===== src/rtl/switch_pkg.sv =====
// Shared types and defaults for the VOQ ingress port, its output arbiters and output mux.
package switch_pkg;

  typedef enum logic {
    MODE_BLOCK = 1'b0,
    MODE_DROP  = 1'b1
  } mode_e;

  localparam int DEF_WIDTH   = 8;
  localparam int DEF_DEPTH   = 8;
  localparam int DEF_N_PORTS = 4;

  // Destination index width; never narrower than one bit.
  function automatic int dest_w(input int n_ports);
    return (n_ports > 1) ? $clog2(n_ports) : 1;
  endfunction

endpackage


===== src/rtl/voq_fifo.sv =====
// Single virtual output queue: power-of-2 ring buffer with flush, occupancy and
// a head word that reads as zero while the queue is empty.
module voq_fifo #(
  parameter int WIDTH = 8,
  parameter int DEPTH = 8,
  localparam int PW = $clog2(DEPTH),
  localparam int LW = $clog2(DEPTH + 1)
) (
  input  logic             clk,
  input  logic             rst_n,
  input  logic             flush_i,
  input  logic             push_i,
  input  logic             pop_i,
  input  logic [WIDTH-1:0] wdata_i,
  output logic [WIDTH-1:0] rdata_o,
  output logic [LW-1:0]    level_o,
  output logic             full_o,
  output logic             empty_o
);

  logic [WIDTH-1:0] mem_q [DEPTH];
  logic [PW-1:0]    rd_ptr_q, rd_ptr_d;
  logic [PW-1:0]    wr_ptr_q, wr_ptr_d;
  logic [LW-1:0]    level_q, level_d;
  logic             push_en, pop_en;

  assign empty_o = (level_q == '0);
  assign full_o  = (level_q == LW'(DEPTH));
  assign level_o = level_q;
  assign rdata_o = empty_o ? '0 : mem_q[rd_ptr_q];

  // A push into a full queue only lands when the head leaves in the same cycle.
  assign pop_en  = pop_i && !empty_o && !flush_i;
  assign push_en = push_i && !flush_i && (!full_o || pop_en);

  always_comb begin
    rd_ptr_d = rd_ptr_q;
    wr_ptr_d = wr_ptr_q;
    level_d  = level_q;
    if (flush_i) begin
      rd_ptr_d = '0;
      wr_ptr_d = '0;
      level_d  = '0;
    end else begin
      if (push_en) wr_ptr_d = wr_ptr_q + PW'(1);
      if (pop_en)  rd_ptr_d = rd_ptr_q + PW'(1);
      case ({push_en, pop_en})
        2'b10:   level_d = level_q + LW'(1);
        2'b01:   level_d = level_q - LW'(1);
        default: level_d = level_q;
      endcase
    end
  end

  always_ff @(posedge clk or negedge rst_n) begin
    if (!rst_n) begin
      rd_ptr_q <= '0;
      wr_ptr_q <= '0;
      level_q  <= '0;
    end else begin
      rd_ptr_q <= rd_ptr_d;
      wr_ptr_q <= wr_ptr_d;
      level_q  <= level_d;
    end
  end

  always_ff @(posedge clk) begin
    if (push_en) mem_q[wr_ptr_q] <= wdata_i;
  end

endmodule


===== src/rtl/switch_port_voq.sv =====
// Ingress port with one VOQ per destination: push steering, BLOCK/DROP ready
// policy and saturating per-queue drop counters.
module switch_port_voq
  import switch_pkg::*;
#(
  parameter int WIDTH   = DEF_WIDTH,
  parameter int DEPTH   = DEF_DEPTH,
  parameter int N_PORTS = DEF_N_PORTS,
  parameter int CNT_W   = 8,
  localparam int DW = dest_w(N_PORTS),
  localparam int LW = $clog2(DEPTH + 1)
) (
  input  logic                     clk,
  input  logic                     rst_n,
  input  logic                     mode_i,
  input  logic                     flush_i,
  input  logic                     valid_in,
  output logic                     ready_out,
  input  logic [WIDTH-1:0]         data_in,
  input  logic [DW-1:0]            target_in,
  output logic [N_PORTS-1:0]       req_o,
  input  logic [N_PORTS-1:0]       grant_i,
  output logic [N_PORTS*WIDTH-1:0] data_o,
  output logic [N_PORTS*LW-1:0]    level_o,
  output logic [N_PORTS*CNT_W-1:0] drop_cnt_o
);

  logic [N_PORTS-1:0]            full, empty, pop, push;
  logic [N_PORTS-1:0][CNT_W-1:0] drop_cnt_q, drop_cnt_d;
  mode_e                         mode;
  logic                          tgt_ok, tgt_full, tgt_pop, fire;

  assign mode       = mode_e'(mode_i);
  assign req_o      = ~empty;
  assign pop        = grant_i & req_o;
  assign drop_cnt_o = drop_cnt_q;
  assign tgt_ok     = ({1'b0, target_in} < (DW + 1)'(N_PORTS));

  // Only the addressed queue's state may influence ready_out (no HOL blocking).
  always_comb begin
    tgt_full = 1'b0;
    tgt_pop  = 1'b0;
    for (int d = 0; d < N_PORTS; d++) begin
      if (tgt_ok && target_in == DW'(d)) begin
        tgt_full = full[d];
        tgt_pop  = pop[d];
      end
    end
    ready_out = (mode == MODE_DROP) ? 1'b1 : (!tgt_full || tgt_pop);
    fire      = valid_in && ready_out;
  end

  always_comb begin
    push       = '0;
    drop_cnt_d = drop_cnt_q;
    for (int d = 0; d < N_PORTS; d++) begin
      push[d] = fire && tgt_ok && (target_in == DW'(d));
      if (push[d] && full[d] && !pop[d] && !flush_i &&
          drop_cnt_q[d] != {CNT_W{1'b1}}) begin
        drop_cnt_d[d] = drop_cnt_q[d] + CNT_W'(1);
      end
    end
  end

  always_ff @(posedge clk or negedge rst_n) begin
    if (!rst_n) drop_cnt_q <= '0;
    else        drop_cnt_q <= drop_cnt_d;
  end

  for (genvar d = 0; d < N_PORTS; d++) begin : g_voq
    voq_fifo #(.WIDTH(WIDTH), .DEPTH(DEPTH)) u_voq (
      .clk     (clk),
      .rst_n   (rst_n),
      .flush_i (flush_i),
      .push_i  (push[d]),
      .pop_i   (pop[d]),
      .wdata_i (data_in),
      .rdata_o (data_o[d*WIDTH +: WIDTH]),
      .level_o (level_o[d*LW +: LW]),
      .full_o  (full[d]),
      .empty_o (empty[d])
    );
  end

  a_target_in_range : assert property (@(posedge clk) disable iff (!rst_n)
    valid_in |-> tgt_ok);

endmodule

===== config.mk =====
export PLATFORM = sky130hd
export DESIGN_NAME = switch_port_voq
export DESIGN_NICKNAME = d
export VERILOG_FILES = /design/src/rtl/switch_pkg.sv /design/src/rtl/voq_fifo.sv /design/src/rtl/switch_port_voq.sv
export SDC_FILE = /design/constraint.sdc
export NUM_CORES = 1
export LEC_CHECK = 0
export CELL_PAD_IN_SITES_DETAIL_PLACEMENT = 1
export CELL_PAD_IN_SITES_GLOBAL_PLACEMENT = 2
export CORE_ASPECT_RATIO = 0.9
export CORE_MARGIN = 1
export CORE_UTILIZATION = 43
export DETAILED_ROUTE_END_ITERATION = 10
export HOLD_SLACK_MARGIN = 0.1
export PLACE_DENSITY = 0.9
export SLEW_MARGIN = 40
export SYNTH_ARGS = -nofsm -noshare
export SYNTH_HDL_FRONTEND = slang
export SYNTH_SLANG_ARGS = --single-unit

===== constraint.sdc =====
create_clock -name clk -period 3.05 [get_ports clk]
set_input_delay 0.61 -clock clk [delete_from_list [all_inputs] [get_ports clk]]
set_output_delay 0.61 -clock clk [all_outputs]
set_load 0.02 [all_outputs]

==> results.toml <==
[run_status]
status = "complete, no violations"

[drt]
via_per_inst = 5.44
post_drt_wl_per_cell_microns = 22.2
drt_first_pass_iters = 4
drt_iter0_drc = 462
wl_met3_microns = 1180
wl_met2_microns = 16700
dr_total_vias = 7924
final_antenna_net_count = 0
topRoutingLayerUsed = "met5"
drc_errors = 0
drt_wl_total_microns = 32400
wl_met1_microns = 14000

[power_and_ir_drop]
clkPwrFrac = 0.413
leakage_nw = 6.32
power_density_nw_per_um2 = 658
p_int_mw = 8.56
peakVddDrop_mv = 0.403
seqPwrFrac = 0.438
power.switching_mw = 2.70
power_frac_comb = 0.149
p_sw_frac = 0.240

[cts]
cts_htree_levels = 2
cts_buffer_depth = 3
clock_latency_ns = 0.51
numCtsBuffers = 35
cts.sinks = 328
cts_tree = "done"
clk_pin_slew_ns = 0.06
clockRootBuffer = "clkbuf_16"

[synth]
syn_area_per_cell_sq_um = 16.6
synth.top_cell.area_share = 0.558
async_flop_share = 0.220
ys_seq_area_frac = 0.689
synth_warnings = 0
synth_cell_types = 55
ys.flop_type = "edfxtp_1"
synth_edf_count = 256
synth.largest_area_cell = "edfxtp_1"
syn_inst = 828
ys_seq_elements = 328
syn_area_sq_um = 13800
synth.area.top_cells = "edfxtp_1 56%, dfrtp_1 13%, mux4_2 10%"
syn_nets = 867

[critical_path]
crit_path_end_kind = "output port"
path_cells = "or3_1, nor2_4, buf_4, nor2_1, clkdlybuf4s50_1"
cp_slowest_cell = "clkdlybuf4s50_1"
slowest_delay_ns = 0.53
crit_fanout = 8
crit_arrival_ns = 2.34
worstPathRequired_ns = 2.44
startpoint_type = "register"
criticalPathCategory = "register to output port"

[timing]
final_hold_viol_count = 0
max_freq_ghz = 0.339
relSlewSlack = 0.536
worst_slew_pin_slew_ns = 0.696
rsz0062_at_grt = "false"
setup_viol = 0
skew_ns = 0.0114
finalMaxSlewViolations = 0
period_share = 0.968
fin_crit_ns = 2.95

[global_routing]
grt_max_degree = 51
first_global_vias = 8601
antenna_found_initial = 1
grt_pass1_wl_microns = 50000
grtUsageTotal = 0.204
gr-total-overflow = 0

[placement]
gp_congestion = 0.767
portBuffers = 103
dp_hpwl_microns = 21400
dp.cells = 1393

[final_layout]
utilization = 0.548
mostFrequentLayoutCells = "256 x edfxtp_1, 101 x nor2_1, 81 x buf_4"
layout-drive-gt1-share = 0.219
final_nets = 1060
fin_cells = 1456
final_common_cell = "edfxtp_1"
n_antenna_cell = 0
syn2layout_area_growth_pct = 24.2
fillCellCount = 2948

[hold_path]
hold_class = "input pin to asynchronous set/reset pin"

[floorplan]
fp.dieW_microns = 191
boundaryPins = 104
die_h_microns = 172
rows = 61
initial_core_util = 0.441
core_sq_um = 31200
die-area_sq_um = 32700

[run]
drv_cap = 0
-- cells in the mapped netlist, types with 3 or more instances --
library cell,count
nand4_1,16
mux2_2,4
a31o_2,3
buf_2,4
nand2_1,36
and4_1,3
inv_1,6
mux2i_1,41
o21ai_0,8
dfrtp_1,72
nor2_1,101
xnor2_1,30
edfxtp_1,256
a21oi_1,9
a31oi_1,5
mux4_2,64
nand2b_1,16
nand3_1,18
buf_1,8
ha_1,20
clkbuf_1,15
and3_1,9
xor2_1,28
nor3_1,17
-- layout make-up --
type / instances / area, sq um / share of cell area
flip-flops and latches: 328 / 9490 / 0.555
multi-input cells: 461 / 4120 / 0.241
repair buffers: 187 / 1690 / 0.0985
clock buffers: 42 / 965 / 0.0564
well taps: 409 / 512 / 0.0299
clock inverters: 21 / 305 / 0.0178
inverters: 8 / 30.0 / 0.00176
-- kinds of logic (layout without fill, tap and decap cells) --
logic type,count (synthesis),in the layout,synth area share
buf+inv,39,258,0.0128
xor+xnor,58,58,0.0369
fa+ha+maj,20,20,0.0182
simple gates,236,236,0.0854
flops,328,328,0.689
mux,110,110,0.139
compound gates,37,37,0.0187
-- routing by layer --
layer	GRT usage	vias to the layer above
met5	0	-
met2	0.362	147
met3	0.0300	46
met4	0.0473	2
li1	-	3566
met1	0.266	4163
-- registers in the layout (all words and copies together), names as in the netlist --
name,flops
g_voq.u_voq.mem_q,256
g_voq.u_voq.rd_ptr_q,12
g_voq.u_voq.wr_ptr_q,12
g_voq.u_voq.level_o,16
drop_cnt_o,32
-- path summary, 6_finish.rpt --
kind | from | end | slack (ns) | cells past startpoint
max | g_voq[3].u_voq.level_o[1] | data_o[31] | 0.1 | 5
min | rst_n | g_voq[1].u_voq.wr_ptr_q[1] | 0.12 | 1
max reg2reg | g_voq[3].u_voq.level_o[1] | g_voq[3].u_voq.level_o[3] | 0.40 | 10
min reg2reg | drop_cnt_o[22] | drop_cnt_o[22] | 0.49 | 1
max in group asynchronous | rst_n | g_voq[1].u_voq.rd_ptr_q[0] | 2.21 | 2
min in group clk | flush_i | g_voq[2].u_voq.level_o[1] | 0.47 | 2
-- metrics by stage --
stage	setup TNS, ns	area (sq um)	power (mW)	setup WS, ns	hold slack [ns]
after global routing	0	17100	11.6	0.00371	0.177
after detailed placement	-0.167	15800	6.77	-0.167	0.487
after floorplan	0	13800	5.97	0.325	0.314
after CTS	0	17100	11.4	0.00628	0.140
final	0	17100	11.3	0.0969	0.121
after global placement	-0.179	15800	6.73	-0.179	0.482
-- power groups by stage --
| stage | sequential [mW] | combinational, mW | clock [mW] |
|---|---|---|---|
| 2_1_floorplan | 5.06 | 0.904 | 0 |
| 3_3_place_gp | 5.02 | 1.70 | 0 |
| 3_5_place_dp | 5.03 | 1.74 | 0 |
| 4_1_cts | 4.94 | 1.70 | 4.74 |
| 5_1_grt | 4.94 | 1.81 | 4.88 |
| 6_report | 4.94 | 1.68 | 4.65 |
-- what timing repair did --
action / CTS / global route
setup endpoints to repair: 26 / 9
hold buffers: 0 / 0
setup buffers: 0 / 0
gates resized for setup: 28 / 6
-- critical path, delay by kind of cell (launching register included) --
| kind | cells | cell delay, ns |
|---|---|---|
| simple gates | 3 | 0.68 |
| flops | 1 | 0.45 |
| buf+inv | 2 | 0.70 |
No activity file was read; power rests on OpenSTA's default activity.
==> variant 1: new RTL, config.mk and constraints unchanged <==
Change the package constant `DEF_WIDTH` from 8 to 9.
--- a/src/rtl/switch_pkg.sv
+++ b/src/rtl/switch_pkg.sv
@@ -6,7 +6,7 @@
     MODE_DROP  = 1'b1
   } mode_e;
 
-  localparam int DEF_WIDTH   = 8;
+  localparam int DEF_WIDTH   = 9;
   localparam int DEF_DEPTH   = 8;
   localparam int DEF_N_PORTS = 4;
 
Ports: changed (resized data_in and data_o); port bits go from 104 to 109. The function was not compared with the original's and may differ.
==> variant 1 against the original RTL <==
- combinational power decreased by 29%
- final area increased by 8.7%
- sequential share of layout area increased by 0.74 points
- sequential cell count increased by 32
- wire length increased by 11%
- global-route usage increased by 0.14 points
- synthesized area increased by 9.9%
- register-to-register slack improved by 0.07 ns
- fmax about the same
- setup slack improved by 0.0019 ns
- via count increased by 8.5%
- total power decreased by 0.46%
- critical endpoint is now req_o[2]
==> variant 1: results (changes against the original RTL) <==
Placed design
  • Setup WS pre-CTS: -0.0542 ns (was -0.167 ns)
  • Placer Congestion: 0.744 (was 0.767)
  • Cells after DPL: 1507 (was 1393)
  • Port buffer count: 108 (was 103)
  • Placed Instance Area: 17300 um^2 (was 15800 um^2)

Synth
  • Asr flop ratio synth: 20.0% (was 22.0%)
  • Syn_nets: 935 (was 867)
  • Unique cell type count in the Yosys netlist: 63 (was 55)
  • Synth Instances: 895 (was 828)

Critical path
  • Crit Path Max Fanout: 10 (was 8)
  • Worst r2r src: g_voq[3].u_voq.level_o[2] (was g_voq[3].u_voq.level_o[1])
  • R2R cell count: 8 (was 10)
  • Crit path launch: g_voq[2].u_voq.level_o[1] (was g_voq[3].u_voq.level_o[1])
  • Worst R2R Setup Slack: 0.47 ns (was 0.40 ns)

Power and ir drop
  • Worst VDD drop: 0.345 mV (was 0.403 mV)
  • Sw frac: 23.3% (was 24.0%)
  • Pleak: 0.00673 uW (was 0.00632 uW)

Route
  • Initial DRT Pass Iterations: 5 (was 4)
  • Routed len/inst: 22.7 um (was 22.2 um)
  • 1st-iter DRT viols: 477 (was 462)

Timing
  • Slew HR: 44.4% (was 53.6%)
  • Max Clock Skew: 0.00978 ns (was 0.0114 ns)
  • FMAX: 0.339 GHz (about the same)

Global route
  • Antenna violations before repair: 0 (was 1)
  • Met2 Use GR: 35.4% (was 36.2%)
  • Total Routing Usage GR: 20.6% (was 20.4%)
  • M3 GR Usage: 3.43% (was 3.00%)
  • First-pass GRT wire length: 55.4 mm (was 50.0 mm)

Clock network
  • Clock sink total: 360 (was 328)
  • Resized Gates After CTS: 53 (was 28)

Final layout
  • Largest register FFs: 288 (was 256)
  • Layout cells sized above 1: 23.4% (was 21.9%)

Outcome
  • Status: finished clean (unchanged)
==> variant 1: cell types whose count changed in the layout (fill, tap and decap cells not counted), moves of 8 or more <==
cell	unedited run	this run
nand2b_1	16	8
mux4_2	64	72
nand4_1	16	8
xor2_1	28	38
xnor2_1	30	22
edfxtp_1	256	288
dlygate4sd2_1	25	33
nand3_1	18	26
==> variant 1: final cells by class <==
class	instances	area (um^2)
clock buffers	48	1010
clock inverters	22	223
fillers	3285	15700
inverters	12	45.0
multi-input cells	487	4510
flip-flops and latches	360	10500
well taps	462	578
repair buffers	197	1780
==> variant 1: worst max-delay path, stage by stage, from the launching register on <==
cell,delay [ns]
dfrtp_2,0.48
or3_4,0.44
nor2_1,0.10
buf_4,0.21
inv_1,0.06
clkdlybuf4s50_1,0.53
==> variant 1: worst min-delay path by stage <==
stage / to / slack, ns
final: drop_cnt_o[21] / 0.12
after global routing: drop_cnt_o[21] / 0.17
after CTS: drop_cnt_o[9] / 0.15
after detailed placement: drop_cnt_o[21] / 0.50
after global placement: drop_cnt_o[21] / 0.49
after floorplan: drop_cnt_o[0] / 0.31
==> variant 1: logic make-up after synthesis <==
kind of cell               count (synthesis)  synth area share [%]
AOI/OAI and AO/OA                         40                  2.01
xor gates and xnor gates                  60                  3.47
adders and majority gates                 20                  1.65
buffers and inverters                     48                  1.44
DFF                                      360                  69.1
muxes                                    121                  14.0
and+or+nand+nor                          246                  8.32
==> variant 1: routing by layer <==
metal	part of all wire, %	wire [um]	vias up
li1	-	-	3867
met1	41	14900	4465
met2	51	18500	213
met3	5.4	1950	56
met4	2.0	735	0
met5	0	0	-
==> variant 1: power groups by stage <==
stage	sequential (uW)	combinational, uW	clock, uW
global route	5420	1300	4830
detailed placement	5520	1220	0
finish	5420	1200	4590
CTS	5420	1220	4690
global placement	5510	1180	0
floorplan	5510	653	0
==> variant 2: new RTL, same settings <==
Made on the original files. Put a register stage on the output `level_o`, with the module's reset. The value now appears one clock later. The other outputs are not delayed to match.
--- a/src/rtl/switch_port_voq.sv
+++ b/src/rtl/switch_port_voq.sv
@@ -24,6 +24,8 @@
   output logic [N_PORTS*LW-1:0]    level_o,
   output logic [N_PORTS*CNT_W-1:0] drop_cnt_o
 );
+
+  logic [N_PORTS*LW-1:0] level_c;
 
   logic [N_PORTS-1:0]            full, empty, pop, push;
   logic [N_PORTS-1:0][CNT_W-1:0] drop_cnt_q, drop_cnt_d;
@@ -76,7 +78,7 @@
       .pop_i   (pop[d]),
       .wdata_i (data_in),
       .rdata_o (data_o[d*WIDTH +: WIDTH]),
-      .level_o (level_o[d*LW +: LW]),
+      .level_o (level_c[d*LW +: LW]),
       .full_o  (full[d]),
       .empty_o (empty[d])
     );
@@ -85,4 +87,12 @@
   a_target_in_range : assert property (@(posedge clk) disable iff (!rst_n)
     valid_in |-> tgt_ok);
 
+  always_ff @(posedge clk or negedge rst_n) begin
+    if (!rst_n) begin
+      level_o <= '0;
+    end else begin
+      level_o <= level_c;
+    end
+  end
+
 endmodule
Behaviour: not the same (Yosys sat finds a counterexample within 4 cycles, from zero or initial values and one cycle with rst_n low).
==> variant 2 against the original RTL <==
- final area rose by 2.9%
- critical path depth unchanged
- sequential cell count grew 16
- sequential power rose by 9.3%
- clock power fell by 7.3%
- combinational power rose by 53%
- wire length increased by 4.6%
- synthesized area up 4.4%
- total power is 9.1% higher
- setup slack improved by 0.0016 ns
- critical path type unchanged
- highest routed layer is now met4
==> variant 2: results (changes against the original RTL) <==
Route
  • 1st-iter DRT viols: 452 (was 462)
  • Routed len/inst: 22.6 um (was 22.2 um)
  • Initial DRT Pass Iterations: 7 (was 4)

Global route
  • Antenna violations before repair: 0 (was 1)
  • Pin count of the biggest net entering global routing: 43 (was 51)
  • First-pass GRT wire length: 52.4 mm (was 50.0 mm)
  • Total Routing Usage GR: 20.3% (was 20.4%)

Placed design
  • Placed Instance Area: 16400 um^2 (was 15800 um^2)
  • Setup WS pre-CTS: -0.229 ns (was -0.167 ns)
  • Final HPWL from detailed placement: 22.3 mm (was 21.4 mm)
  • Cells after DPL: 1431 (was 1393)

Synth
  • Unique cell type count in the Yosys netlist: 62 (was 55)
  • Seq/Total Area, Yosys: 68.8% (was 68.9%)
  • Asr flop ratio synth: 25.6% (was 22.0%)
  • Most instantiated cells after synthesis: edfxtp_1 (256), nor2_1 (96), dfrtp_1 (88), mux4_2 (64), mux2i_1 (40) (was edfxtp_1 (256), nor2_1 (101), dfrtp_1 (72), mux4_2 (64), mux2i_1 (41))
  • Synth top area cells: edfxtp_1 (53%), dfrtp_1 (15%), mux4_2 (10%), mux2i_1 (2.8%), nor2_1 (2.5%) (was edfxtp_1 (56%), dfrtp_1 (13%), mux4_2 (10%), mux2i_1 (3.0%), nor2_1 (2.8%))
  • Syn_nets: 902 (was 867)

Critical path
  • Crit path launch: g_voq[0].u_voq.level_o[1] (was g_voq[3].u_voq.level_o[1])
  • Crit Path Max Fanout: 9 (was 8)
  • FF-to-FF End: g_voq[2].u_voq.level_o[3] (was g_voq[3].u_voq.level_o[3])
  • Worst r2r src: g_voq[2].u_voq.level_o[2] (was g_voq[3].u_voq.level_o[1])
  • Worst R2R Setup Slack: 0.44 ns (was 0.40 ns)
  • Setup crit end: req_o[0] (was data_o[31])
  • R2R cell count: 7 (was 10)

Worst hold path
  • Class of the worst hold path: reg2reg (was in2async)

Outcome
  • Status: finished clean (unchanged)

Power and ir drop
  • Gate power share: 20.9% (was 14.9%)
  • Pleak: 0.00650 uW (was 0.00632 uW)
  • Worst VDD drop: 0.385 mV (was 0.403 mV)

Final layout
  • Layout cells sized above 1: 23.1% (was 21.9%)
  • # fillers: 3119 (was 2948)
  • Nets: 1087 (was 1060)

Clock network
  • Worst skew pair latency: 0.53 ns (was 0.51 ns)
  • Total CTS buffers: 36 (was 35)
[variant 2: cell count changes in the layout (fill, tap and decap cells not counted), moves of 4 or more]
cell / before / now
bufinv_16: 8 / 3
clkdlybuf4s50_1: 71 / 66
dfrtp_1: 71 / 85
dlygate4sd2_1: 25 / 33
mux2_1: 0 / 4
nand2_1: 36 / 30
nand4_1: 16 / 9
nor2_1: 101 / 96
nor2b_1: 0 / 4
nor3_1: 17 / 26
nor4_2: 0 / 4
xnor2_1: 30 / 14
xor2_1: 28 / 39
[variant 2: cells by family after synthesis]
family,Yosys count,share of synthesized area [%]
DFF,344,68.8
adders and majority gates,20,1.74
muxes,115,13.7
AOI/OAI and AO/OA,48,2.57
xor gates and xnor gates,53,3.23
and+or+nand+nor,237,8.58
buffers and inverters,46,1.45
[variant 2: stage by stage]
step,total power [uW],util (%)
global placement,8130,49.9
CTS,12400,53.4
detailed placement,8200,49.9
floorplan,7000,-
finish,12300,53.4
global route,12800,53.4
[variant 2: cell type report]
class	instances	area, um^2	share of cell area [%]
inverter	7	26.3	0.149
tap	422	528	3.00
clock buffer	44	962	5.47
multi-input combinational	473	4340	24.6
clock inverter	21	188	1.07
sequential	344	9890	56.2
timing repair buffer	186	1660	9.45
[variant 2: routing by layer]
metal	track usage (%)	vias up	wire [um]	part of all wire [%]
met2	35.6	152	17500	52
met5	0	-	0	0
met1	26.7	4328	14400	42
met3	2.69	41	1340	4.0
li1	-	3695	-	-
met4	5.15	0	619	1.8
[variant 2: what timing repair did]
item,in CTS,in global routing
setup buffers,0,0
hold buffers,1,0
gates resized for setup,43,3
hold endpoints to repair,3,0
setup endpoints to repair,32,3
gates cloned,0,0
pin swaps,0,0
